[config.mk]
export PLATFORM = sky130hd
export DESIGN_NAME = score_display_scheduler
export DESIGN_NICKNAME = d
export VERILOG_FILES = /design/src/rtl/score_display_scheduler.sv
export SDC_FILE = /design/constraint.sdc
export NUM_CORES = 1
export LEC_CHECK = 0
export CORE_UTILIZATION = 49
export DETAILED_ROUTE_END_ITERATION = 7
export HOLD_SLACK_MARGIN = 0.12
export PLACE_DENSITY = 0.76
export SETUP_SLACK_MARGIN = 0.3
export SKIP_LAST_GASP = 1
export SLEW_MARGIN = 20
export SYNTH_ARGS = -nofsm -noshare
export SYNTH_HDL_FRONTEND = slang
export SYNTH_SLANG_ARGS = --single-unit
[constraint.sdc]
create_clock -name clk -period 2 [get_ports clk]
set_clock_uncertainty 0.05 [all_clocks]
set_input_delay 0.6 -clock clk [delete_from_list [all_inputs] [get_ports clk]]
set_output_delay 0.6 -clock clk [all_outputs]
set_load 0.005 [all_outputs]
[src/rtl/score_display_scheduler.sv]
// Scans NUM_DIGITS 2-bit digits through one shared decoder onto a muxed 7-seg display; outputs lag state by 1 cycle.
// Digit sets are accepted by valid/ready (one set pending at most) and swapped in atomically at frame boundaries.
module score_display_scheduler #(
   parameter int NUM_DIGITS   = 4,
   parameter int REFRESH_DIV  = 50000,
   parameter int BLANK_CYCLES = 2
) (
   input  logic                    clk,
   input  logic                    rst,
   input  logic                    upd_valid,
   output logic                    upd_ready,
   input  logic [2*NUM_DIGITS-1:0] upd_data,
   input  logic [NUM_DIGITS-1:0]   blank_mask,
   output logic [1:0]              dec_bin,
   input  logic [6:0]              dec_hex,
   output logic [6:0]              seg_out,
   output logic [NUM_DIGITS-1:0]   dig_en,
   output logic                    frame_done
);

   localparam int CW = $clog2(REFRESH_DIV);
   localparam int IW = $clog2(NUM_DIGITS);
   localparam logic [CW-1:0] CNT_LAST = CW'(REFRESH_DIV - 1);
   localparam logic [CW-1:0] CNT_SHOW = CW'(BLANK_CYCLES);
   localparam logic [IW-1:0] IDX_LAST = IW'(NUM_DIGITS - 1);
   localparam logic [6:0]    SEG_OFF  = 7'h7F;

   localparam logic [1:0] S_IDLE  = 2'd0;
   localparam logic [1:0] S_BLANK = 2'd1;
   localparam logic [1:0] S_SHOW  = 2'd2;

   logic [1:0]              r_state;
   logic [CW-1:0]           r_cnt;
   logic [IW-1:0]           r_idx;
   logic [2*NUM_DIGITS-1:0] r_active;
   logic [2*NUM_DIGITS-1:0] r_pending;
   logic                    r_pend_valid;
   logic [6:0]              r_seg;
   logic [NUM_DIGITS-1:0]   r_dig_en;
   logic                    r_frame_done;

   logic                    w_xfer;
   logic                    w_cnt_last;
   logic                    w_boundary;
   logic [CW-1:0]           w_cnt_nxt;
   logic [IW-1:0]           w_idx_nxt;
   logic [1:0]              w_state_nxt;
   logic                    w_lit;
   logic [NUM_DIGITS-1:0]   w_onehot;

   assign upd_ready   = ~r_pend_valid;
   assign w_xfer      = upd_valid & ~r_pend_valid;
   assign w_cnt_last  = (r_cnt == CNT_LAST);
   assign w_boundary  = (r_state != S_IDLE) && w_cnt_last && (r_idx == IDX_LAST);
   assign w_cnt_nxt   = w_cnt_last ? '0 : r_cnt + 1'b1;
   assign w_idx_nxt   = (r_idx == IDX_LAST) ? '0 : r_idx + 1'b1;
   assign w_state_nxt = (w_cnt_nxt < CNT_SHOW) ? S_BLANK : S_SHOW;
   assign w_lit       = (r_state == S_SHOW) && !blank_mask[r_idx];
   assign w_onehot    = {{(NUM_DIGITS-1){1'b0}}, 1'b1} << r_idx;

   assign dec_bin    = (r_state == S_IDLE) ? 2'b00 : r_active[{r_idx, 1'b0} +: 2];
   assign seg_out    = r_seg;
   assign dig_en     = r_dig_en;
   assign frame_done = r_frame_done;

   always_ff @(posedge clk) begin
      if (rst) begin
         r_state      <= S_IDLE;
         r_cnt        <= '0;
         r_idx        <= '0;
         r_active     <= '0;
         r_pending    <= '0;
         r_pend_valid <= 1'b0;
         r_seg        <= SEG_OFF;
         r_dig_en     <= '0;
         r_frame_done <= 1'b0;
      end else begin
         r_frame_done <= w_boundary;
         // Output stage samples the current slot, so the display trails the state by one cycle.
         if (w_lit) begin
            r_dig_en <= w_onehot;
            r_seg    <= dec_hex;
         end else begin
            r_dig_en <= '0;
            r_seg    <= SEG_OFF;
         end

         if (r_state == S_IDLE) begin
            if (w_xfer) begin
               r_active <= upd_data;
               r_idx    <= '0;
               r_cnt    <= '0;
               r_state  <= (CNT_SHOW == '0) ? S_SHOW : S_BLANK;
            end
         end else begin
            r_cnt   <= w_cnt_nxt;
            r_state <= w_state_nxt;
            if (w_cnt_last) begin
               r_idx <= w_idx_nxt;
            end
            // A transfer on the boundary edge lands in pending and waits a whole frame.
            if (w_xfer) begin
               r_pending    <= upd_data;
               r_pend_valid <= 1'b1;
            end else if (w_boundary && r_pend_valid) begin
               r_active     <= r_pending;
               r_pend_valid <= 1'b0;
            end
         end
      end
   end

endmodule

==> results.cfg, run 1 <==
[clocking]
cts_sinks = 49
cts_made_buffers = 5
cts_root_buf = clkbuf_8
clk_latency_ns = 0.31
cts_buffer_depth = 2
cts.clk_slew.worst_paths_ns = 0.09
cts_tree = built
htree_levels = 2

[timing]
max_slew_margin = 0.755
rsz0062_at_grt = yes
period_minus_slack_ns = 2.17
setup_violations = 4
hold_violations = 0
drv_slew = 0
fin_ws_ns = -0.166
fin_crit_sh = 1.08
timing.hold.ws_ns = 0.428
max_slew.worst_pin.slew_ns = 0.364
fmax_mhz = 462

[worst_setup_path]
cp-start-kind = flip-flop
reg2regPathDepth = 9
max_stage_delay_ns = 0.48
cp-end-kind = output pin
cp-startpoint = r_idx[0]
path_cells = buf_6 > mux4_2 > nor2b_4 > buf_2
cp.arrival_ns = 1.52
cp_max_fo = 2
reg2reg_slack_ns = -0.06
r2r-start = r_idx[0]
required_ns = 1.35
timing.rr.end = dig_en[2]
slowest_stage = mux4_2
crit_type = reg2out

[synth]
syn-mean-instance-area_um2 = 8.44
synthTopCellsByArea = dfxtp_1 (39%), o21ai_0 (6.4%), nor2_1 (5.7%), nand2_1 (5.1%), a21oi_1 (4.8%)
ys.flop_type = dfxtp_1
yosysTopAreaCellShare = 0.394
yosysSeqAreaShare = 0.394
async_flop_share = 0
synth_cells = 295
ys_top_cells_by_count = dfxtp_1 (49), nor2_1 (38), nand2_1 (34), o21ai_0 (32), a21oi_1 (24)
ys_ff_latch = 49
ys.warnings.count = 0
ys_types = 50
synth_most_common_cell = dfxtp_1
synth_area_leader_cell = dfxtp_1
syn-cell-area_um2 = 2490
syn_nets = 319
synth_edf_count = 0

[power_and_ir_drop]
switching_power_mw = 1.19
ir_worst_vdd_uv = 694
power.density_nw_per_um2 = 884
power_frac_clock = 0.205
comb_power_share = 0.432
switching_share = 0.369
seqPwrFrac = 0.363
power.internal_mw = 2.04
total_power_mw = 3.23
p_leak_nw = 1.42

[route]
via_per_inst = 5.82
first_iter_violations = 171
detail_route.wl_per_cell_um = 16.3
drc = 0
antenna_left = 0
wl_met3_um = 368
routed_wl_um = 7200
drt-pass1-iter-count = 5
num_vias = 2566
wl_met1_um = 3030
dr_wl_met2_um = 3600
top_layer = met4

[placement]
place_congestion = 0.940
dp_hpwl_um = 4210
placedInstanceArea_um2 = 3120
detailedPlace.worstSlack_ns = -0.194
dpl.cell_count = 409
io_buffers = 36

[global_routing]
grt_use_total = 0.269
grt_pass1_vias = 2300
overflow = 0
antenna_found_initial = 0
grt_max_degree = 34
grt_pass1_wl_um = 11000

[layout]
multi_input_area_um2 = 1630
fin_area_um2 = 3660
num_antenna_cells = 0
drive_gt1_frac = 0.380
areaGrowthSynthToFinish_pct = 46.9
nFillCells = 327
finalNetCount = 397
final_cells = 441
seq_area_um2 = 1020

[die]
pin_count = 37
fp.dieW_um = 73.3
core.rowCount = 25
dieArea_um2 = 5370
core_region_area_um2 = 4820
die_height_um = 73.3
initial_utilization = 0.517

[outcome]
failed_checks = negative setup slack
status = complete, but fails checks

[hold_path]
hold_depth = 2
worstHoldStart = r_pending[5]
hold_end = r_pending[5]
hold_path.class = reg2reg

[job]
cap_violations = 0
-- power groups by stage --
stage	clock network (mW)	registers [mW]	logic [mW]
CTS	0.675	1.17	1.25
finish	0.664	1.17	1.40
global placement	0	1.20	1.04
floorplan	0	1.19	0.716
detailed placement	0	1.21	1.05
global route	0.706	1.19	1.50
-- flip-flops by register name, summed over array words and instances (netlist names) --
signal        count
seg_out           7
dig_en            4
r_pend_valid      1
r_cnt            16
frame_done        1
r_active          8
r_idx             2
r_pending         8
r_state           2
-- through the flow --
stage	utilization	setup TNS [ns]
6_report	0.759	-0.323
5_1_grt	0.759	-0.679
4_1_cts	0.727	-0.250
3_5_place_dp	0.648	-2.30
3_3_place_gp	0.648	-1.44
2_1_floorplan	-	0
-- cell type report --
type                    count  area share
clock buffers               7      0.0267
repair buffers             94       0.223
well taps                  67      0.0229
clock inverters             1     0.00239
inverters                   3     0.00308
multi-input cells         220       0.444
flip-flops and latches     49       0.278
-- layout by cell type (no fill, tap or decap), drive strengths merged, types with 3 or more instances in the layout --
cell           instances
a31o                   4
mux4                   3
nand2b                 7
o21ai                 32
nand2                 35
nor2                  40
nand4                  6
nand3                  5
dlygate4sd2           17
a22oi                  3
nor4                   8
clkdlybuf4s50         17
xor2                   4
clkbuf                 7
inv                    3
nor3                   8
a311oi                 9
xnor2                  3
a21oi                 24
dfxtp                 49
nor4b                  3
buf                   60
-- cells by family after synthesis --
family / share of synthesized area
AND/OR/NAND/NOR: 0.277
AO/OA/AOI/OAI: 0.200
flip-flops: 0.394
buffers and inverters: 0.0678
XOR/XNOR: 0.0246
multiplexers: 0.0271
adder cells (fa/ha/maj): 0.0100
-- timing repair --
action	in CTS	in global routing
buffers inserted	15	6
pin swaps	15	19
hold buffers	0	0
cloned	3	0
setup endpoints to repair	51	50
hold endpoints to repair	0	0
gates resized for setup	68	31
-- critical path, delay by kind of cell (launching register included) --
| family | cells | cell delay, ns |
|---|---|---|
| DFF | 1 | 0.37 |
| muxes | 1 | 0.48 |
| buffers and inverters | 2 | 0.22 |
| and+or+nand+nor | 1 | 0.13 |
-- per-layer routing --
metal | track usage | vias up
met2 | 0.445 | 91
met4 | 0.102 | 0
met3 | 0.0412 | 21
met5 | 0 | -
li1 | - | 1220
met1 | 0.353 | 1234
-- how the worst max path moves through the flow --
stage | endpoint | slack, ns | depth (start not counted)
floorplan | r_state[1] | 0.22 | 8
global placement | dig_en[0] | -0.17 | 5
detailed placement | dig_en[0] | -0.19 | 5
CTS | dec_bin[1] | -0.17 | 4
global route | dec_bin[1] | -0.21 | 4
finish | dec_bin[1] | -0.17 | 4
No activity file was read; power rests on OpenSTA's default activity.
==> inputs of run 2 (changes only) <==
GPL_TIMING_DRIVEN = 1   (was unset)
==> results of run 2 <==
The final DEF is identical to that of run 1; final timing and power are the same.
